===== config.mk =====
export PLATFORM = sky130hd
export DESIGN_NAME = mem_link_arbiter
export DESIGN_NICKNAME = d
export VERILOG_FILES = /design/src/rtl/mem_link_arbiter.sv
export SDC_FILE = /design/constraint.sdc
export NUM_CORES = 1
export LEC_CHECK = 0
export CELL_PAD_IN_SITES_DETAIL_PLACEMENT = 1
export CELL_PAD_IN_SITES_GLOBAL_PLACEMENT = 2
export CORE_MARGIN = 4
export CORE_UTILIZATION = 29
export DETAILED_ROUTE_END_ITERATION = 12
export PLACE_DENSITY_LB_ADDON = 0.2
export SYNTH_ARGS = -nofsm -noshare
export SYNTH_HDL_FRONTEND = slang
export SYNTH_SLANG_ARGS = --single-unit

===== constraint.sdc =====
create_clock -name clk -period 3.14 [get_ports clk]
set_clock_uncertainty 0.2 [all_clocks]
set_input_delay 0.471 -clock clk [delete_from_list [all_inputs] [get_ports clk]]
set_output_delay 0.471 -clock clk [all_outputs]
set_load 0.02 [all_outputs]

===== src/rtl/mem_link_arbiter.sv =====
// Arbitrates the fetch and data ports onto one UART byte link, serialising requests and reassembling replies.
// Define MEM_ARB_RR_EN for round-robin arbitration; otherwise the data port has fixed priority.
module mem_link_arbiter #(
    parameter int         ADDR_W  = 32,
    parameter logic [1:0] IF_MASK = 2'd3
) (
    input  logic              clk,
    input  logic              rst,
    input  logic              if_req,
    input  logic [ADDR_W-1:0] if_addr,
    output logic              if_done,
    output logic [31:0]       if_rdata,
    input  logic              mem_req,
    input  logic              mem_we,
    input  logic [ADDR_W-1:0] mem_addr,
    input  logic [31:0]       mem_wdata,
    input  logic [1:0]        mem_len,
    output logic              mem_done,
    output logic [31:0]       mem_rdata,
    output logic              tx_valid,
    output logic [7:0]        tx_data,
    input  logic              tx_ready,
    input  logic              rx_valid,
    input  logic [7:0]        rx_data,
    output logic              rx_ready,
    output logic              busy
);

    typedef enum logic [2:0] {S_IDLE, S_HDR, S_WDATA, S_RECV, S_DONE} state_t;

    state_t            state_q, state_d;
    logic [2:0]        cnt_q, cnt_d;
    logic [ADDR_W-1:0] addr_q, addr_d;
    logic              we_q, we_d;
    logic [1:0]        mask_q, mask_d;
    logic [31:0]       wdata_q, wdata_d;
    logic              win_mem_q, win_mem_d;
    logic [31:0]       rbuf_q, rbuf_d;
    logic [31:0]       if_rdata_q, if_rdata_d;
    logic [31:0]       mem_rdata_q, mem_rdata_d;
    logic              pick_mem;

    logic [7:0] hdr_byte [7];
    logic [7:0] wr_byte  [5];

    // Link bytes carry 7 payload bits; the stripped MSBs travel in a trailing byte.
    assign hdr_byte[0] = we_q ? 8'h80 : 8'hC0;
    assign hdr_byte[5] = {4'b0, addr_q[31], addr_q[23], addr_q[15], addr_q[7]};
    assign hdr_byte[6] = {6'b0, mask_q};
    assign wr_byte[4]  = {4'b0, wdata_q[31], wdata_q[23], wdata_q[15], wdata_q[7]};

    generate
        for (genvar gi = 0; gi < 4; gi++) begin : g_bytes
            assign hdr_byte[gi+1] = {1'b0, addr_q[8*gi +: 7]};
            assign wr_byte[gi]    = {1'b0, wdata_q[8*gi +: 7]};
        end
    endgenerate

`ifdef MEM_ARB_RR_EN
    logic prio_mem_q, prio_mem_d;
    assign pick_mem = mem_req & (~if_req | prio_mem_q);
`else
    assign pick_mem = mem_req;
`endif

    always_comb begin
        state_d     = state_q;
        cnt_d       = cnt_q;
        addr_d      = addr_q;
        we_d        = we_q;
        mask_d      = mask_q;
        wdata_d     = wdata_q;
        win_mem_d   = win_mem_q;
        rbuf_d      = rbuf_q;
        if_rdata_d  = if_rdata_q;
        mem_rdata_d = mem_rdata_q;
`ifdef MEM_ARB_RR_EN
        prio_mem_d  = prio_mem_q;
`endif
        tx_valid    = 1'b0;
        tx_data     = 8'h00;
        rx_ready    = 1'b0;
        if_done     = 1'b0;
        mem_done    = 1'b0;
        case (state_q)
            S_IDLE: begin
                if (if_req | mem_req) begin
                    win_mem_d = pick_mem;
                    addr_d    = pick_mem ? mem_addr : if_addr;
                    we_d      = pick_mem & mem_we;
                    mask_d    = pick_mem ? mem_len : IF_MASK;
                    wdata_d   = mem_wdata;
                    rbuf_d    = 32'h0;
                    cnt_d     = 3'd0;
                    state_d   = S_HDR;
`ifdef MEM_ARB_RR_EN
                    prio_mem_d = ~pick_mem;
`endif
                end
            end
            S_HDR: begin
                tx_valid = 1'b1;
                tx_data  = hdr_byte[cnt_q];
                if (tx_ready) begin
                    if (cnt_q == 3'd6) begin
                        cnt_d   = 3'd0;
                        state_d = we_q ? S_WDATA : S_RECV;
                    end else begin
                        cnt_d = cnt_q + 3'd1;
                    end
                end
            end
            S_WDATA: begin
                tx_valid = 1'b1;
                tx_data  = (cnt_q <= {1'b0, mask_q}) ? wr_byte[cnt_q[1:0]] : wr_byte[4];
                if (tx_ready) begin
                    if (cnt_q == {1'b0, mask_q} + 3'd1) begin
                        state_d = S_DONE;
                    end else begin
                        cnt_d = cnt_q + 3'd1;
                    end
                end
            end
            S_RECV: begin
                rx_ready = 1'b1;
                if (rx_valid) begin
                    rbuf_d[8*cnt_q[1:0] +: 8] = rx_data;
                    if (cnt_q[1:0] == mask_q) begin
                        if (win_mem_q) mem_rdata_d = rbuf_d;
                        else           if_rdata_d  = rbuf_d;
                        state_d = S_DONE;
                    end else begin
                        cnt_d = cnt_q + 3'd1;
                    end
                end
            end
            S_DONE: begin
                mem_done = win_mem_q;
                if_done  = ~win_mem_q;
                state_d  = S_IDLE;
            end
            default: state_d = S_IDLE;
        endcase
    end

    always_ff @(posedge clk) begin
        if (rst) begin
            state_q     <= S_IDLE;
            cnt_q       <= 3'd0;
            addr_q      <= '0;
            we_q        <= 1'b0;
            mask_q      <= 2'd0;
            wdata_q     <= 32'h0;
            win_mem_q   <= 1'b0;
            rbuf_q      <= 32'h0;
            if_rdata_q  <= 32'h0;
            mem_rdata_q <= 32'h0;
`ifdef MEM_ARB_RR_EN
            prio_mem_q  <= 1'b1;
`endif
        end else begin
            state_q     <= state_d;
            cnt_q       <= cnt_d;
            addr_q      <= addr_d;
            we_q        <= we_d;
            mask_q      <= mask_d;
            wdata_q     <= wdata_d;
            win_mem_q   <= win_mem_d;
            rbuf_q      <= rbuf_d;
            if_rdata_q  <= if_rdata_d;
            mem_rdata_q <= mem_rdata_d;
`ifdef MEM_ARB_RR_EN
            prio_mem_q  <= prio_mem_d;
`endif
        end
    end

    assign if_rdata  = if_rdata_q;
    assign mem_rdata = mem_rdata_q;
    assign busy      = (state_q != S_IDLE);

endmodule


Yosys cells after proc, flatten, opt, wreduce, memory -nomap -nowiden
Cells that the tools add are included.
{"block": "totals", "output_inout_bits": 77, "ff_bits": 170, "elab_cells": 86}
{"block": "op_classes", "order_cmp": 3, "n_reduce_logical": 11, "bitwise": 5, "n_shift": 2, "n_addsub": 3, "mux": 36, "eq_ne": 16}
{"cell": "32-bit 2-to-1 mux", "n": 3}
{"cell": "32-bit case mux with 2 select lines", "n": 1}
{"cell": "8-bit binary-select mux with 3-bit select", "n": 2}
{"cell": "3-bit 2-to-1 mux", "n": 14}
{"cell": "8-bit 2-to-1 mux", "n": 5}
{"cell": "5-bit negation with 34-bit output", "n": 1}
{"cell": "8-bit by 34-bit variable shift with 32-bit output, first input constant", "n": 1}
{"cell": "8-bit by 34-bit indexed part select with 32-bit output", "n": 1}
{"cell": "32-bit bitwise mux", "n": 1}
{"cell": "3-bit case mux with 4 select lines", "n": 2}
{"cell": "2-bit != test, second input constant", "n": 9}
{"cell": "8-bit case mux with 2 select lines", "n": 1}
{"cell": "7-bit AND reduction", "n": 2}
{"cell": "4-bit AND reduction", "n": 2}
{"cell": "7-bit 2-to-1 mux", "n": 1}
{"cell": "3-bit by 2-bit == test with 1-bit output, second input constant", "n": 2}
{"cell": "3-bit == test, second input constant", "n": 2}
{"cell": "1-bit 2-to-1 mux", "n": 5}
{"cell": "3-bit by 4-bit >= comparator with 1-bit output, second input constant", "n": 1}
{"cell": "4-bit >= comparator, second input constant", "n": 1}
{"cell": "3-bit NOT with 4-bit output", "n": 1}
{"cell": "4-bit nonzero test", "n": 1}
{"cell": "2-bit by 1-bit adder with 3-bit output, second input constant", "n": 1}
{"cell": "3-bit by 1-bit adder with 3-bit output, second input constant", "n": 1}
{"cell": "other kinds (15)", "n": 15}

Longest topological paths before layout
{"block": "logic_depth", "word_depth": 6, "ltp_mapped": 9, "mapped_depth_nobuf": 7}

Worst setup path after synthesis
Ideal clock, no wire load.
{"block": "synth_path", "path_kind": "flip-flop to output port", "start": "register cnt_q[0]", "end": "output port tx_data[0]", "stages_incl_launch_ff": 9, "path_slack_ns": 0.401, "arrival_ns": 2.068, "path_cell_list": "dfxtp_1 > clkbuf_1 > inv_1 > ha_1 > nand2_1 > o21ai_0 > nand2_1 > mux2i_1 > o21ai_0"}
{"block": "synth_via", "elab_chain_cells": 6}
{"item": "start, declared", "line": "32", "rtl": "logic [2:0] cnt_q, cnt_d;"}
{"item": "start signal, assigned", "line": "163", "rtl": "cnt_q <= cnt_d;"}
{"item": "2-bit NOT with 3-bit output (implied by the code)", "line": "115", "rtl": "tx_data = (cnt_q <= {1'b0, mask_q}) ? wr_byte[cnt_q[1:0]] : wr_byte[4];"}
{"item": "8-bit binary-select mux with 3-bit select", "line": "115"}
{"item": "8-bit 2-to-1 mux (implied by the code) (2 in a row)", "line": "115"}
{"item": "8-bit 2-to-1 mux", "line": "115"}
{"item": "8-bit case mux with 2 select lines *", "line": "85", "rtl": "case (state_q)"}
{"item": "end, declared", "line": "21", "rtl": "output logic [7:0] tx_data,"}
Every way passes the cells marked *; elsewhere a longest branch is shown, timed or not. The select of a mux whose other input is x is not followed.

Worst setup path in the final report
{"block": "layout_path", "start": "register mask_q[1]", "end": "output port tx_data[2]"}
{"block": "layout_via", "elab_chain_cells": 3}
{"item": "start, declared", "line": "35", "rtl": "logic [1:0] mask_q, mask_d;"}
{"item": "start signal, assigned", "line": "166", "rtl": "mask_q <= mask_d;"}
{"item": "3-bit by 2-bit less-or-equal comparator with 1-bit output", "line": "115"}
{"item": "8-bit 2-to-1 mux", "line": "115"}
{"item": "8-bit case mux with 2 select lines", "line": "85"}
No other way between the ends.

==> results.rst <==
.. list-table::
   :header-rows: 1

   * - Metric
     - Value
   * - Seq/Total Area, Yosys
     - 44.44%
   * - Post-Synthesis Mean Instance Area
     - 8.874 um2
   * - Register area
     - 0.003405 mm2
   * - Diodes inserted
     - 0
   * - Core Rows
     - 59
   * - Post-synthesis sequential element count
     - 170
   * - Number of vias per cell
     - 4.772
   * - WP data arrival
     - 2310 ps
   * - Final setup viols
     - 0
   * - CTS root buffer
     - clkbuf_16
   * - Total of hold buffers inserted after clock tree synthesis
     - 0
   * - Htree depth
     - 4
   * - Final cell utilization of the core
     - 40.29%
   * - Insertion delay to the later sink of the worst-skew pair
     - 420 ps
   * - Initial antenna violation count
     - 1
   * - Final wirelength
     - 23560 um
   * - Most frequent cells in the layout
     - 179 x clkdlybuf4s50_1, 175 x nor2_1, 169 x dfxtp_1
   * - Largest buffer count on any clock path
     - 2
   * - Area of the die
     - 0.02907 mm2
   * - Leak pwr
     - 3.898 nW
   * - Actual slew at the worst max-slew pin
     - 732.5 ps
   * - Placed wire-length estimate after detailed placement
     - 17390 um
   * - Overall die width
     - 170.5 um
   * - CP max stage delay
     - 370 ps
   * - Post-Place Cells
     - 1344
   * - Most used flip-flop cell after synthesis
     - dfxtp_1
   * - Max-capacitance violation count
     - 0
   * - Number of flops mapped to enable cells by yosys
     - 0
   * - Final Net Count
     - 1150
   * - Effective utilization at floorplan
     - 29.47%
   * - Count of warnings emitted by yosys
     - 0
   * - Via count of the first global-routing pass
     - 6725
   * - Average routed wire per standard cell
     - 17.12 um
   * - Highest clock rate
     - 0.3353 GHz
   * - Distinct cells, synth
     - 59
   * - Pin count of the biggest net entering global routing
     - 89
   * - Total gr overflow
     - 0
   * - Multi-input logic area
     - 0.003892 mm2
   * - Outcome
     - finished, final reports clean
   * - Fraction of registers with async set/reset
     - 0%
   * - Filler cell count in the final layout
     - 3000
   * - Min Tclk post-route
     - 2983 ps
   * - Fin crit share
     - 94.99%
   * - Area of the core
     - 0.02598 mm2
   * - Type of origin of the critical path
     - flip-flop
   * - Final GP Congestion
     - 0.7688
   * - Post-detailed-route count of antenna-violating nets
     - 0
   * - Setup repair after global routing missed its margin
     - no
   * - Number of hold violations in the final report
     - 0
   * - Die Span Y
     - 170.5 um
   * - Gate Count Post-Synth
     - 863
   * - Synthesis-to-layout area growth
     - 36.69%
   * - Worst hold path depth
     - 3
   * - Input/output buffers
     - 189
   * - Crit-path cells
     - inv_1 > ha_1 > nor2b_1 > o21ai_1 > nand2_2 > mux2i_1 > o32ai_1 > clkdlybuf4s15_1
   * - Count of boundary I/O pins
     - 190
   * - Clock tree from TritonCTS
     - built
   * - Depth of the most critical reg-to-reg path
     - 8
   * - Tightest slew margin relative to the limit
     - 51.17%
   * - Critical Setup Path Class
     - flip-flop to primary output
   * - Kind of end point of the critical path
     - primary output
   * - Power density over the cells
     - 737.6 mW/mm2
   * - Wire length of the first global-routing pass
     - 37520 um
   * - Via total after detailed routing
     - 6566
   * - Required time of the critical path
     - 2470 ps
   * - Number of clock sinks seen by CTS
     - 170
   * - Maximum fanout encountered on the critical timing path
     - 5
   * - Synth Net Count
     - 985
   * - Most common cell after layout, fill and taps aside
     - clkdlybuf4s50_1
   * - Worst vdd rail ir drop
     - 403.4 uV
   * - Final non-filler cell total
     - 1376
   * - Cell at the slowest stage of the critical path
     - dfxtp_1
   * - Min-Delay Path Class
     - input pin to flip-flop
   * - Syn Std Cell Area
     - 0.007659 mm2
   * - Detailed-router iteration count before antenna repair
     - 4
   * - Share of layout cells above drive strength 1
     - 9.702%
   * - Max Transition Viols Final
     - 0
   * - Post-route DRC
     - 0
   * - Overall track demand over capacity in global routing
     - 16.35%
   * - Clk pin slew, worst setup/hold paths
     - 70 ps
   * - CTS Buf Count
     - 17
   * - Post-Route Setup TNS
     - 0 ps
   * - Count of routing violations after the opening detailed-route iteration
     - 208
## report_power, final
| group | internal, mW | switching, mW | total (mW) |
|---|---|---|---|
| combinational | 1.20 | 1.66 | 2.86 |
| clock | 1.22 | 0.957 | 2.17 |
| sequential | 2.47 | 0.218 | 2.69 |
## sequential cells by signal (all words and copies together), names as in the netlist
name	count
cnt_q	3
addr_q	32
wdata_q	32
if_rdata	32
mask_q	2
mem_rdata	32
rbuf_q	32
win_mem_q	1
state_q	3
we_q	1
## layout make-up
type / instances / share of cell area [%]
Timing Repair Buffer: 218 / 20.26
Sequential cell: 170 / 32.52
Clock inverter: 14 / 1.518
Inverter: 9 / 0.3227
Multi-Input combinational cell: 612 / 37.18
Tap cell: 335 / 4.004
Clock buffer: 18 / 4.195
## per-stage QoR
| step | power (mW) | hold slack (ps) | instance area (um2) | setup slack (ps) |
|---|---|---|---|---|
| finish | 7.721 | 239.0 | 10470 | 157.3 |
| global route | 8.210 | 237.3 | 10470 | 8.310 |
| CTS | 7.839 | 215.7 | 10480 | 6.832 |
| detailed placement | 5.651 | 254.4 | 9883 | 113.3 |
| global placement | 5.621 | 240.1 | 9883 | 148.4 |
| floorplan | 4.677 | 233.1 | 7659 | 400.9 |
## synth_stat cells, types with 2 or more instances
cell      count  area share [%]
nor3_4        3            0.64
mux4_2        7             2.1
a32oi_1       2            0.23
buf_2        20             1.3
inv_1         6            0.29
a211oi_1     96             9.4
buf_1         4            0.20
clkbuf_1     40             2.0
nor2_1      176             8.6
o21ai_1       2            0.13
nor3b_1       2            0.20
a21oi_1      73             4.8
nand3_1       2            0.13
buf_4         2            0.20
a221o_1       3            0.39
nor2b_1      33             2.7
nand2_1      75             3.7
a211o_1       2            0.23
nor4bb_1      3            0.39
o32ai_1       2            0.23
buf_6         5            0.74
o22ai_1       6            0.49
ha_1          9             1.5
o21ai_0       3            0.20
mux2i_1      73             9.5
mux2_2        6            0.88
inv_2         2           0.098
and3_1        2            0.16
dfxtp_1     170              44
a221oi_1      3            0.34
nor3_1        3            0.20
## final timing paths
kind	end	slack, ps	from
max	tx_data[2]	160	mask_q[1]$_SDFFE_PP0P_
min	we_q$_SDFFE_PP0P_	240	mem_req
max reg2reg	rbuf_q[9]$_SDFFE_PP0P_	470	cnt_q[1]$_SDFFE_PP0P_
min reg2reg	wdata_q[29]$_SDFFE_PP0P_	260	wdata_q[29]$_SDFFE_PP0P_
## cell families after synthesis
family	after synthesis	synth area share, %
adder cells (fa/ha/maj)	9	1.470
AO/OA/AOI/OAI	204	17.86
flip-flops	170	44.44
AND/OR/NAND/NOR	310	18.38
XOR/XNOR	3	0.4412
buffers and inverters	81	4.934
multiplexers	86	12.48
## repair_timing
| item | CTS | global route |
|---|---|---|
| buffers inserted | 0 | 0 |
| endpoints found under the setup margin | 8 | 7 |
| gates resized for setup | 12 | 16 |
## per-layer routing
layer,track usage (%),vias to the layer above,wire length [um]
met1,21.66,3042,11030
met3,2.865,19,988
li1,-,3360,-
met4,4.340,2,269
met5,0,-,20
met2,27.65,143,11250
## worst max-delay path: cells and delay by family, from the launching register on
family	cells	cell delay, ps
AOI/OAI and AO/OA	2	360
adders and majority gates	1	300
buffers and inverters	2	420
DFF	1	370
muxes	1	150
and+or+nand+nor	2	290
(Power assumes the default switching activity.)
